==> config.mk <==
export PLATFORM = sky130hd
export DESIGN_NAME = fetch_stall_ctrl
export DESIGN_NICKNAME = d
export VERILOG_FILES = /design/src/rtl/mips_pipe_pkg.sv /design/src/rtl/pipe_reg.sv /design/src/rtl/fetch_stall_ctrl.sv
export SDC_FILE = /design/constraint.sdc
export NUM_CORES = 1
export LEC_CHECK = 0
export ABC_AREA = 1
export CAP_MARGIN = 40
export CORE_MARGIN = 3
export CORE_UTILIZATION = 40
export CTS_BUF_LIST = sky130_fd_sc_hd__clkbuf_8
export DETAILED_ROUTE_END_ITERATION = 12
export PLACE_DENSITY = 0.8
export SLEW_MARGIN = 15
export SYNTH_ARGS = -nofsm -noshare
export SYNTH_HDL_FRONTEND = slang
export SYNTH_HIERARCHICAL = 1
export SYNTH_SLANG_ARGS = --single-unit
==> constraint.sdc <==
create_clock -name clk -period 2.4 [get_ports clk]
set_input_delay 0.24 -clock clk [delete_from_list [all_inputs] [get_ports clk]]
set_output_delay 0.24 -clock clk [all_outputs]
set_load 0.005 [all_outputs]
==> src/rtl/mips_pipe_pkg.sv <==
// mips_pipe_pkg: shared constants and helpers for the MIPS five-stage pipeline
package mips_pipe_pkg;

    localparam logic [31:0] NOP_INSTR      = 32'h0000_0000;
    localparam int          DEF_CTRL_W     = 10;
    localparam logic [31:0] DEF_RESET_PC   = 32'h0000_0000;
    localparam logic [5:0]  BEQ_OPCODE     = 6'b000100;

    function automatic logic [31:0] pc_plus4(input logic [31:0] pc);
        return pc + 32'd4;
    endfunction

endpackage

==> src/rtl/pipe_reg.sv <==
// pipe_reg: pipeline register with hold, synchronous clear and reset value
module pipe_reg #(
    parameter int           W       = 32,
    parameter logic [W-1:0] RST_VAL = '0
) (
    input  logic         clk,
    input  logic         rst,
    input  logic         hold,
    input  logic         clr,
    input  logic [W-1:0] d,
    output logic [W-1:0] q
);

    // reset wins, then hold freezes, then clear beats the load
    always_ff @(posedge clk) begin
        if (rst)
            q <= RST_VAL;
        else if (!hold)
            q <= clr ? '0 : d;
    end

endmodule

==> src/rtl/fetch_stall_ctrl.sv <==
// fetch_stall_ctrl: applies hazard-unit stall/bubble/flush to PC, IF/ID and ID/EX control
module fetch_stall_ctrl
    import mips_pipe_pkg::*;
#(
    parameter logic [31:0] RESET_PC  = DEF_RESET_PC,
    parameter int          CTRL_W    = DEF_CTRL_W,
    parameter int          MAX_STALL = 2
) (
    input  logic              clk,
    input  logic              rst,
    input  logic              hold_pc,
    input  logic              hold_if_id,
    input  logic              bubble_req,
    input  logic              branch_taken,
    input  logic [31:0]       branch_target,
    output logic [31:0]       imem_addr,
    input  logic [31:0]       imem_rdata,
    input  logic [CTRL_W-1:0] id_ctrl,
    output logic [31:0]       if_id_pc4,
    output logic [31:0]       if_id_instr,
    output logic              if_id_valid,
    output logic [CTRL_W-1:0] id_ex_ctrl,
    output logic [31:0]       stall_cycles,
    output logic              stall_timeout
);

    localparam logic [2:0] STALL_LIM = 3'(MAX_STALL);

    logic [31:0] pc;
    logic [31:0] pc4;
    logic [31:0] pc_next;
    logic [2:0]  run_cnt;

    assign imem_addr = pc;
    assign pc4       = pc_plus4(pc);
    assign pc_next   = branch_taken ? branch_target : pc4;

    pipe_reg #(.W(32), .RST_VAL(RESET_PC)) u_pc (
        .clk(clk), .rst(rst), .hold(hold_pc), .clr(1'b0), .d(pc_next), .q(pc)
    );

    pipe_reg #(.W(32), .RST_VAL('0)) u_if_id_pc4 (
        .clk(clk), .rst(rst), .hold(hold_if_id), .clr(branch_taken), .d(pc4), .q(if_id_pc4)
    );

    pipe_reg #(.W(32), .RST_VAL(NOP_INSTR)) u_if_id_instr (
        .clk(clk), .rst(rst), .hold(hold_if_id), .clr(branch_taken), .d(imem_rdata), .q(if_id_instr)
    );

    pipe_reg #(.W(1), .RST_VAL(1'b0)) u_if_id_valid (
        .clk(clk), .rst(rst), .hold(hold_if_id), .clr(branch_taken), .d(1'b1), .q(if_id_valid)
    );

    pipe_reg #(.W(CTRL_W), .RST_VAL('0)) u_id_ex_ctrl (
        .clk(clk), .rst(rst), .hold(1'b0), .clr(bubble_req | !if_id_valid), .d(id_ctrl), .q(id_ex_ctrl)
    );

    // stall statistics: saturating totals, run length and sticky watchdog
    always_ff @(posedge clk) begin
        if (rst) begin
            stall_cycles  <= '0;
            run_cnt       <= '0;
            stall_timeout <= 1'b0;
        end else if (hold_pc) begin
            stall_cycles <= stall_cycles + 32'(stall_cycles != '1);
            run_cnt      <= run_cnt + 3'(run_cnt != 3'd7);
            if (run_cnt >= STALL_LIM)
                stall_timeout <= 1'b1;
        end else begin
            run_cnt <= '0;
        end
    end

endmodule

# Word-level counts from Yosys, hierarchy flattened
# Index checks and enable logic that the tools add are counted.
[classes] n_addsub=3 order_cmp=1 eq_ne=2 n_mux=4 n_bitwise=2 reduce_logical=4
[ops] op="2-to-1 mux 32 bit" n=3
[ops] op="adder 32 x 1 -> 32 bit" n=1
[ops] op="adder 32 x 3 -> 32 bit (second input constant)" n=1
[ops] op="!= test 32 bit (second input constant)" n=1
[ops] op="OR reduction 2 bit" n=2
[ops] op="adder 3 x 1 -> 3 bit" n=1
[ops] op="greater-or-equal comparator 3 x 2 -> 1 bit (second input constant)" n=1
[ops] op="!= test 3 bit (second input constant)" n=1
[ops] op="AND reduction 2 bit" n=1
[ops] op="logical NOT 1 bit" n=1
[ops] op="2-to-1 mux 1 bit" n=1
[ops] op="inverter 1 bit" n=1
[ops] op="OR 1 bit" n=1
[totals] regBits=143 word_cells=24

# Logic depth before layout (Yosys ltp)
# Gate-level depths: netlist of run 1.
[depth] word_depth=3 ltp_mapped=14 mapped_depth_nobuf=14

# By module
# The synthesis of run 1 kept the hierarchy.
[by_module_without_submodules] mod="pipe_reg at u_if_id_instr ..." instances=3 cells_each=139 area_each_um2=1132.3 seq_area_each_um2=640.6
[by_module_without_submodules] mod="fetch_stall_ctrl" instances=1 cells_each=571 area_each_um2=3229.3 seq_area_each_um2=720.7
[by_module_without_submodules] mod="pipe_reg at u_id_ex_ctrl" instances=1 cells_each=43 area_each_um2=355.3 seq_area_each_um2=200.2
[by_module_without_submodules] mod="pipe_reg at u_if_id_valid" instances=1 cells_each=8 area_each_um2=47.5 seq_area_each_um2=20.0

# Worst setup path before layout of run 1
# OpenSTA, ideal clock, no wires.
[synth_timing] path_type="reg2reg" start="register stall_cycles[9]" end="register stall_cycles[22]" setup_ns=0.116 arrival_ns=1.776 t_required_ns=2.284 path_slack_ns=0.509 path_stages_with_launch=14 n_path_buf=0 cell_sequence="dfxtp_1 -> nand2_1 -> nor2_1 -> nand2_1 -> nor3_1 -> nand4_1 -> ha_1 -> ha_1 -> nand3_2 -> nor2_2 -> nand2_1 -> nand2_1 -> inv_1 -> nor2_1"
[synth_via] elab_chain_cells=2
[synth_lines] item="start: declaration" line_no="fetch_stall_ctrl.sv:23" text="output logic [31:0] stall_cycles,"
[synth_lines] item="start signal: assignment" line_no="fetch_stall_ctrl.sv:65" text="stall_cycles <= stall_cycles + 32'(stall_cycles != '1);"
[synth_lines] item="!= test 32 bit" line_no="fetch_stall_ctrl.sv:65"
[synth_lines] item="adder 32 x 1 -> 32 bit *" line_no="fetch_stall_ctrl.sv:65"
# Mark *: on every way between the ends. The rest lies on a longest branch, timed or not.
# A chain may end at the register's enable or synchronous reset.

# Worst setup path in the final report of run 1
[layout_timing] start="register stall_cycles[13]" end="register stall_cycles[22]"
# Same word-level chain as after synthesis.

==> results of run 1 <==
per-stage QoR:
stage | instances | setup slack [ns] | power [W] | hold WS [ns]
after floorplan | 1041 | 0.509 | 0.00275 | 0.309
after global placement | 1450 | 0.389 | 0.00303 | 0.443
after detailed placement | 1450 | 0.307 | 0.00303 | 0.455
after CTS | 1482 | 0.285 | 0.00511 | 0.260
after global routing | 1482 | 0.0293 | 0.00525 | 0.299
final | 1482 | 0.255 | 0.00506 | 0.281
area by class of cell:
class / count / area (sq um)
clock inverter: 13 / 161
sequential: 143 / 2860
clock buffer: 19 / 262
timing repair buffer: 231 / 2280
multi-input combinational: 797 / 3680
fill: 1584 / 7130
tap: 220 / 275
inverter: 59 / 221
layout by cell type (no fill, tap or decap), drive strengths merged:
cell / synthesis / layout
nor4: 2 / 2
o21bai: 4 / 4
and2: 3 / 3
xor2: 10 / 10
clkinvlp: 0 / 3
bufinv: 0 / 3
nor3b: 1 / 1
nand3b: 8 / 8
nor3: 3 / 3
ha: 6 / 6
nand4: 9 / 9
conb: 2 / 4
buf: 29 / 15
nand2: 449 / 449
o21a: 1 / 1
clkinv: 0 / 3
inv: 59 / 63
clkdlybuf4s50: 0 / 216
a31o: 1 / 1
clkbuf: 13 / 19
a21oi: 119 / 119
nand3: 38 / 38
nor2: 112 / 112
xnor2: 9 / 9
o21ai: 18 / 18
dfxtp: 143 / 143
timing repair:
item	CTS	global route
endpoints found under the setup margin	0	1
gates resized for setup	0	1
hold buffers	0	0
flip-flops by register name (all words and copies together), names as in the netlist:
signal and cells:
u_if_id_pc4/q 32, u_if_id_valid/q 1, run_cnt 3, u_if_id_instr/q 32, u_id_ex_ctrl/q 10, u_pc/q 32, stall_cycles 32, stall_timeout 1
power groups by stage:
| stage | registers [W] | logic [W] | clock network, W |
|---|---|---|---|
| 2_1_floorplan | 0.00252 | 0.000233 | 0 |
| 3_3_place_gp | 0.00251 | 0.000514 | 0 |
| 4_1_cts | 0.00246 | 0.000520 | 0.00213 |
| 5_1_grt | 0.00247 | 0.000567 | 0.00222 |
| 3_5_place_dp | 0.00252 | 0.000519 | 0 |
| 6_report | 0.00246 | 0.000519 | 0.00208 |
per-layer routing:
metal  wire [um]  GRT usage
met2       10300      0.373
met4         383     0.0660
met1        9190      0.278
met3        1540     0.0534
met5          13          0
synth_stat cells:
cell type / instances
a31o_2: 1
nor3b_1: 1
buf_1: 5
and2_1: 3
nor2_8: 3
o21bai_1: 4
a21oi_2: 1
a21oi_1: 118
o21a_1: 1
nand4_1: 9
xnor2_1: 9
inv_1: 59
nor3_2: 1
nor3_1: 2
buf_6: 14
nand2_1: 441
xor2_2: 2
nand3_2: 6
xor2_1: 8
nor2_1: 89
nor2_4: 10
clkbuf_1: 13
nand3_1: 32
nor2_2: 10
nor4_1: 2
ha_1: 6
dfxtp_1: 143
o21ai_0: 16
conb_1: 2
o21ai_1: 2
nand3b_1: 8
buf_2: 10
nand2_2: 8
critical path, delay by kind of cell (launching register included):
| kind | cells | cell delay (ns) |
|---|---|---|
| simple gates | 9 | 1.15 |
| compound gates | 1 | 0.07 |
| fa+ha+maj | 2 | 0.46 |
| flops | 1 | 0.41 |
how the worst min path moves through the flow:
stage	to	slack [ns]	startpoint
floorplan	u_if_id_instr/q[30]	0.31	rst
global placement	u_if_id_instr/q[31]	0.44	u_if_id_instr/q[31]
detailed placement	u_if_id_instr/q[10]	0.45	u_if_id_instr/q[10]
CTS	u_if_id_valid/q	0.26	branch_taken
global route	u_if_id_valid/q	0.30	branch_taken
finish	u_if_id_valid/q	0.28	branch_taken
kinds of logic (layout without fill, tap and decap cells):
family	count (synthesis)	count (layout)	synth area share
compound gates	143	143	0.105
xor+xnor	19	19	0.0258
fa+ha+maj	6	6	0.0107
buf+inv	101	322	0.0707
flops	143	143	0.407
other cells	2	4	0.00107
simple gates	625	625	0.380
==> metrics.yaml, run 1 <==
synth:
  syn_avg_cell_area_sq_um: 6.77
  yosys.area.top_type: "dfxtp_1"
  ys_seq_elements: 143
  ys_types: 33
  synth_area_leaders: "dfxtp_1, nand2_1, a21oi_1, nor2_1, inv_1"
  syn_area_sq_mm: 0.00703
  yosysWarnings: 6
  yosysTopAreaCellShare: 0.407
  netlist_instances: 1039
  ys_seq_area_frac: 0.407
cells_and_area:
  antenna_cells: 0
  final_util: 0.577
  area_delta_synth_final_pct: 38.6
  drive_gt1_frac: 0.0705
  final_nets: 1335
  fin_area_sq_mm: 0.00974
worst_setup_path:
  max_stage_delay_ns: 0.41
  startpoint_type: "flip-flop"
  cp_data_required_time_ns: 2.78
  critical_path.slowest_cell: "dfxtp_1"
  r2r-end: "stall_cycles[22]"
  r2r_slack_ns: 0.26
  crit_path_start: "stall_cycles[13]"
  worstSetupEndpoint: "stall_cycles[22]"
  path_max_fanout: 5
  arrival_ns: 2.53
  reg2reg_from: "stall_cycles[13]"
  path_class: "flip-flop to flip-flop"
  cp-end-kind: "flip-flop"
  crit_path_cell_trace: "nand2_1, nor2_1, nand2_1, nor3_1, nand4_1, ha_1, ha_1, nand3_2, nor2_2, nand2_1, o21ai_0, nor2_1"
  path_common_cell: "nand2_1"
  reg2reg_depth: 12
global_route:
  grt_antenna_before_repair: 1
  grt_max_degree: 115
  grt_first_pass_wirelength_mm: 35.1
  grt_pass1_vias: 6854
  grt-ovfl-total: 0
  track_usage: 0.220
run:
  maxCapViolations: 0
power_and_ir_drop:
  vdd_ir_drop_max_mv: 0.461
  switching_share: 0.254
  powerDensity_mw_per_mm2: 519
  power_frac_seq: 0.487
  power.internal_w: 0.00377
  p_clk_frac: 0.410
  switchingPower_w: 0.00128
  power_frac_comb: 0.103
  p_leak_nw: 3.57
cts:
  insertion_delay_ns: 0.45
  cts_tree: "done"
  clockRootBuffer: "clkbuf_8"
  htreeDepth: 4
  clk_pin_slew_worst_paths_ns: 0.09
  ctsLongestPathBuffers: 2
  cts_made_buffers: 17
  postCtsSetupBuffers: 0
  cts_sinks: 143
detailed_routing:
  wl_mm: 21.4
  drt_iter0_drc: 481
  avgViaCountPerCell: 4.93
  drcViolationCount: 0
  dr.pass1.iters: 5
  wl_per_cell_um: 14.4
  vias: 7310
  ant_nets: 0
timing:
  rsz0062_at_grt: "false"
  period_share: 0.894
  finalSetupTns_ns: 0
  worst_pin_slew_ns: 0.676
  setup_viol: 0
  min_period_ns: 2.14
  drv_slew: 0
  fmax_mhz: 466
  final_hold_viol_count: 0
  relSlewSlack: 0.549
  skew_ns: 0.0172
floorplan:
  rows: 47
  start_util: 0.416
  die-area_sq_mm: 0.0192
  core_area_sq_mm: 0.0169
  die_w_um: 139
  die_h_um: 139
  io_pins: 220
worst_hold_path:
  hold_class: "primary input to flip-flop"
  min_path_cells: 4
run_status:
  status: "completed"
placed_design:
  portBuffers: 219
  gp_congestion: 0.931
  dpl.hpwl_mm: 15.5
  postPlaceCellArea_sq_mm: 0.00932
Power figures use the tool's default switching activity.
==> run 2, diff against run 1 <==
- CORE_UTILIZATION: 40 -> 47
- CTS_BUF_LIST: sky130_fd_sc_hd__clkbuf_8 -> unset
- PLACE_DENSITY: 0.8 -> 0.91
==> run 2 against run 1 <==
Cell count decreased by 2.4%; power increased by 15%; sequential cell count unchanged; register-to-register slack about the same; clock power increased by 36%; final area increased by 1.7%.
==> metrics.yaml, run 2 (same netlist as run 1, synthesis figures left out) <==
detailed_routing:
  wl_met3_mm: 1.82  # +18%
  avgViaCountPerCell: 5.14  # +4.1%
  wl_met2_mm: 10.3  # about the same
  vias: 7433  # +1.7%
  wl_per_cell_um: 14.7  # +1.8%
  dr.max_layer_used: "met5"
  dr.pass1.iters: 5  # unchanged
  wl_mm: 21.3  # -0.63%
  met1_length_mm: 8.70  # -5.4%
  drt_iter0_drc: 702  # +46%
  drcViolationCount: 0  # unchanged
  ant_nets: 0  # unchanged
power_and_ir_drop:
  switchingPower_w: 0.00129  # +0.69%
  p_leak_nw: 3.68  # +2.9%
  vdd_ir_drop_max_mv: 0.448  # -2.9%
  powerDensity_mw_per_mm2: 587  # +13%
  power.internal_w: 0.00453  # +20%
  power_frac_comb: 0.089  # -0.014
  p_clk_frac: 0.487  # +0.077
  switching_share: 0.222  # -0.0319
  power_frac_seq: 0.424  # -0.063
cts:
  cts_sinks: 143  # unchanged
  cts_tree: "done"
  htreeDepth: 4  # unchanged
  clk_pin_slew_worst_paths_ns: 0.06  # -0.03 ns
  ctsLongestPathBuffers: 2  # unchanged
  clockRootBuffer: "clkbuf_16"
  postCtsSetupBuffers: 0  # unchanged
  insertion_delay_ns: 0.41  # -0.04 ns
  cts_made_buffers: 17  # unchanged
timing:
  relSlewSlack: 0.524  # -0.0250
  drv_slew: 0  # unchanged
  min_period_ns: 2.14  # -0.00655 ns
  rsz0062_at_grt: "false"
  final_hold_viol_count: 0  # unchanged
  skew_ns: 0.00795  # -0.00925 ns
  setup_viol: 0  # unchanged
  fmax_mhz: 468  # +0.31%
  worst_pin_slew_ns: 0.714  # +0.0382 ns
  period_share: 0.891  # -0.00273
  finalSetupTns_ns: 0  # unchanged
cells_and_area:
  fin_cells: 1447  # -2.4%
  antenna_cells: 0  # unchanged
  mostFrequentLayoutCells: "nand2_1, clkdlybuf4s50_1, dfxtp_1"
  layout_commonest_cell: "nand2_1"
  area_delta_synth_final_pct: 41.0
  final_nets: 1336  # +0.075%
  drive_gt1_frac: 0.0721  # +0.00153
placed_design:
  gp_congestion: 0.959  # +3.0%
  dp_cells: 1415  # -2.4%
  dpl.hpwl_mm: 15.2  # -1.9%
  portBuffers: 219  # unchanged
worst_hold_path:
  min_path_cells: 3  # -1
  hold_start: "hold_if_id"
  hold_class: "primary input to flip-flop"
  hold-path-endpoint: "u_if_id_instr/q[1]"
global_route:
  grt_pass1_vias: 7024  # +2.5%
  grt_first_pass_wirelength_mm: 33.7  # -3.7%
  grt_antenna_before_repair: 1  # unchanged
  grt_max_degree: 64  # -44%
  grt-ovfl-total: 0  # unchanged
  track_usage: 0.253  # +0.0335
worst_setup_path:
  r2r_slack_ns: 0.26  # about the same
  reg2reg_from: "stall_cycles[13]"
  cp-end-kind: "flip-flop"
  cp_data_required_time_ns: 2.71  # -0.07 ns
  reg2reg_depth: 13  # +1
  path_class: "flip-flop to flip-flop"
  r2r-end: "stall_cycles[30]"
  startpoint_type: "flip-flop"
  path_max_fanout: 5  # unchanged
  arrival_ns: 2.45  # -0.08 ns
floorplan:
  start_util: 0.482  # +0.0653
  die-area_sq_mm: 0.0165  # -14%
  core_area_sq_mm: 0.0146  # -14%
  rows: 44  # -6.4%
  die_h_um: 128  # -7.4%
  die_w_um: 128  # -7.4%
  io_pins: 220  # unchanged
run:
  maxCapViolations: 0  # unchanged
run_status:
  status: "completed"
-- run 2: cell types whose count changed in the layout (fill, tap and decap cells not counted), sizes merged --
| cell | before | now |
|---|---|---|
| inv | 63 | 59 |
| bufinv | 3 | 4 |
| clkbuf | 19 | 21 |
| buf | 15 | 16 |
| clkinv | 3 | 5 |
| clkinvlp | 3 | 2 |
-- run 2: what timing repair did --
item	4_1_cts	5_1_grt
setup endpoints to repair	0	7
hold buffers	0	0
resized for setup	0	1
-- run 2: power by group through the flow --
stage / Sequential [W] / Combinational (W) / Clock (W)
floorplan: 0.00252 / 0.000233 / 0
global placement: 0.00252 / 0.000506 / 0
detailed placement: 0.00252 / 0.000513 / 0
CTS: 0.00247 / 0.000517 / 0.00288
global route: 0.00247 / 0.000564 / 0.00298
finish: 0.00247 / 0.000520 / 0.00283
-- run 2: worst max-delay path by stage --
stage / slack (ns) / from / endpoint
after global placement: 0.37 / stall_cycles[9] / stall_cycles[22]
after global routing: 0.01 / stall_cycles[9] / stall_cycles[10]
after detailed placement: 0.29 / stall_cycles[9] / stall_cycles[22]
final: 0.26 / stall_cycles[13] / stall_cycles[30]
after CTS: 0.26 / stall_cycles[9] / stall_cycles[30]
after floorplan: 0.51 / stall_cycles[9] / stall_cycles[22]
-- run 2: final cells by class --
type	instances	area, sq um
Inverter	59	221
Timing Repair Buffer	232	2280
Clock buffer	21	480
Fill cell	1170	4680
Multi-Input combinational cell	797	3680
Clock inverter	11	160
Tap cell	184	230
Sequential cell	143	2860
-- run 2: routing by layer --
layer / vias to the layer above / GRT usage
met4: 2 / 0.0874
li1: 3692 / -
met2: 320 / 0.422
met3: 49 / 0.0746
met5: - / 0
met1: 3370 / 0.312
-- run 2: per-stage QoR --
stage | hold WS (ns) | power, W | util | worst slack (ns) | cell area, sq um
2_1_floorplan | 0.309 | 0.00275 | - | 0.509 | 7040
3_3_place_gp | 0.442 | 0.00302 | 0.635 | 0.368 | 9270
3_5_place_dp | 0.454 | 0.00303 | 0.635 | 0.287 | 9270
4_1_cts | 0.341 | 0.00586 | 0.679 | 0.261 | 9910
5_1_grt | 0.372 | 0.00601 | 0.679 | 0.0129 | 9910
6_report | 0.347 | 0.00582 | 0.679 | 0.262 | 9910
-- run 2: critical path, stage by stage (launching register included) --
cell and delay (ns):
dfxtp_1 0.41, nand2_1 0.09, nor2_1 0.18, nand2_1 0.09
nor3_1 0.19, nand4_1 0.16, ha_1 0.27, ha_1 0.20
nand3_2 0.15, nor2_2 0.08, nand3_1 0.07, nand2_1 0.05
inv_1 0.05, nor2_1 0.04
==> RTL change (config.mk and constraints of run 2) <==
The package constant `DEF_CTRL_W` goes from 10 to 8.
--- a/src/rtl/mips_pipe_pkg.sv
+++ b/src/rtl/mips_pipe_pkg.sv
@@ -4,3 +4,3 @@
     localparam logic [31:0] NOP_INSTR      = 32'h0000_0000;
-    localparam int          DEF_CTRL_W     = 10;
+    localparam int          DEF_CTRL_W     = 8;
     localparam logic [31:0] DEF_RESET_PC   = 32'h0000_0000;
Ports: changed (resized id_ctrl and id_ex_ctrl); port bits go from 220 to 216. The function was not compared with the original's and may differ.
==> RTL change against run 2 <==
Non-clock buffer count down 7; routed wire length rose by 0.37%; synthesized cell count is 0.77% lower; highest routed layer unchanged; worst setup slack worse by 0.0062 ns; core utilization up 0.47 points; largest power group unchanged; largest cell class unchanged; clock skew shrank 0.00081 ns; synthesized area fell by 0.85%; final area fell by 2.0%; sequential cell count fell by 2; sequential share of layout area is 0.17 points higher; power shrank 5.6%.
==> RTL change: results (changes against run 2) <==
- Least-Margin Pin Slew: 0.805 ns (was 0.714 ns)
- DR WL/cell: 15.0 um (was 14.7 um)
- DR pass1 iterations: 6 (was 5)
- Worst-case reg-to-reg path depth: 12 (was 13)
- Initial DRC count: 712 (was 702)
- Post-synthesis compound-gate area fraction: 10.4% (was 10.5%)
- Critical Path Fanout Max: 6 (was 5)
- Nets: 1,318 (was 1,336)
- Share of layout cells above drive strength 1: 6.51% (was 7.21%)
- CP Capture Point: stall_cycles[22] (was stall_cycles[30])
- Gpl congestion: 0.924 (was 0.959)
- Most frequent cells after synthesis: nand2_1 (437), dfxtp_1 (141), a21oi_1 (117), nor2_1 (89), inv_1 (59) (was nand2_1 (441), dfxtp_1 (143), a21oi_1 (118), nor2_1 (89), inv_1 (59))
- Largest net degree at the start of global routing: 74 (was 64)
- Post-CTS sizing: 0 (unchanged)
- Number of global-route vias before repair: 7,193 (was 7,024)
- Kind of critical path: flip-flop to flip-flop (unchanged)
- Sequential area share after synthesis: 40.5% (was 40.7%)
- Hold crit path type: input pin to flip-flop (unchanged)
- Initial antenna violation count: 2 (was 1)
- Status: finished, final reports clean (unchanged)
- Post-CTS Setup Inserts: 0 (unchanged)
- I/O Buffers: 215 (was 219)
- GRT Total Usage: 25.9% (was 25.3%)
- Post-synth top flop: dfxtp_1 (unchanged)
- Adder-Cell Fraction of Synth Area: 1.08% (was 1.07%)
- RR Startpoint: stall_cycles[9] (was stall_cycles[13])
- R2R Setup Slk: approximately 0.26 ns
- Clock Tree Root: clkbuf_16 (unchanged)
- LEAKAGE: 3.60 nW (was 3.68 nW)
- Hold Crit Depth: 2 (was 3)
- TritonCTS Buffers: 17 (unchanged)
- Maximum vdd ir drop: 0.607 mV (was 0.448 mV)
- Dominant cells by area after synthesis: dfxtp_1 (41%), nand2_1 (24%), a21oi_1 (8.4%) (unchanged)
- Hpwl dp: 15,200 um (about the same)
- DR vias: 7,387 (was 7,433)
- First-pass GRT wire length: 34,500 um (was 33,700 um)
- Mux cell area share after synthesis: 0% (unchanged)
- Skew-Pair Late Insertion Delay: 0.41 ns (about the same)
- WP data arrival: 2.49 ns (was 2.45 ns)
- NetSw: 0.00126 W (was 0.00129 W)
- Max Buffers Root-to-Sink: 2 (unchanged)
- Hold Crit Start: rst (was hold_if_id)
- CP max stage delay: 0.42 ns
- Synth unique cells: 32 (was 33)
- Clock skew: 0.00714 ns (was 0.00795 ns)
- Synth warn: 6 (unchanged)
- CP max-delay cell: dfxtp_1 (unchanged)
- Post-Synth XOR/XNOR Area: 2.60% (was 2.58%)
- Clock slew at reported path FFs: 0.06 ns (about the same)
RTL change: cell count changes in the layout (fill, tap and decap cells not counted), moves of 2 or more:
| cell | before | now |
|---|---|---|
| buf_4 | 14 | 10 |
| bufinv_16 | 4 | 2 |
| clkbuf_1 | 0 | 2 |
| clkdlybuf4s50_1 | 216 | 212 |
| clkinv_2 | 5 | 3 |
| dfxtp_1 | 143 | 141 |
| nand2_1 | 441 | 437 |
RTL change: worst min-delay path by stage:
stage,to,slack [ns]
3_3_place_gp,u_if_id_instr/q[31],0.44
3_5_place_dp,u_if_id_pc4/q[31],0.45
6_report,u_if_id_instr/q[9],0.05
4_1_cts,u_id_ex_ctrl/q[0],0.03
5_1_grt,u_if_id_instr/q[9],0.03
2_1_floorplan,u_if_id_instr/q[30],0.31
RTL change: final cells by class:
cell class / instances / area [um^2]
multi-input cells: 790 / 3650
clock inverters: 7 / 90.1
repair buffers: 225 / 2230
clock buffers: 22 / 474
flip-flops and latches: 141 / 2820
well taps: 180 / 225
diodes: 1 / 2.50
fillers: 1169 / 4490
inverters: 59 / 221
RTL change: stage by stage:
step | std cells | hold slack, ns | instance area [um^2] | util, % | worst slack (ns)
after floorplan | 1032 | 0.309 | 6970 | - | 0.509
after global placement | 1395 | 0.441 | 9150 | 64.4 | 0.364
after detailed placement | 1395 | 0.454 | 9150 | 64.4 | 0.268
after CTS | 1424 | 0.0299 | 9710 | 68.4 | 0.263
after global routing | 1425 | 0.0296 | 9720 | 68.4 | 0.0214
final | 1425 | 0.0507 | 9720 | 68.4 | 0.256
RTL change: logic make-up (layout without fill, tap and decap cells):
logic type | Yosys count | count (layout)
buffers and inverters | 101 | 313
other | 2 | 4
adders and majority gates | 6 | 6
and+or+nand+nor | 621 | 621
DFF | 141 | 141
AOI/OAI and AO/OA | 141 | 141
xor gates and xnor gates | 19 | 19
RTL change: routing by layer:
metal	track usage [%]	wire [um]
met4	9.99	620
met5	0	13
met3	7.04	1540
met2	42.6	10200
met1	32.4	8980
RTL change: power by group through the flow:
stage / sequential (W) / combinational (W) / clock, W
after CTS: 0.00243 / 0.000510 / 0.00259
final: 0.00244 / 0.000512 / 0.00255
after detailed placement: 0.00248 / 0.000506 / 0
after global routing: 0.00244 / 0.000557 / 0.00271
after global placement: 0.00248 / 0.000501 / 0
after floorplan: 0.00248 / 0.000233 / 0
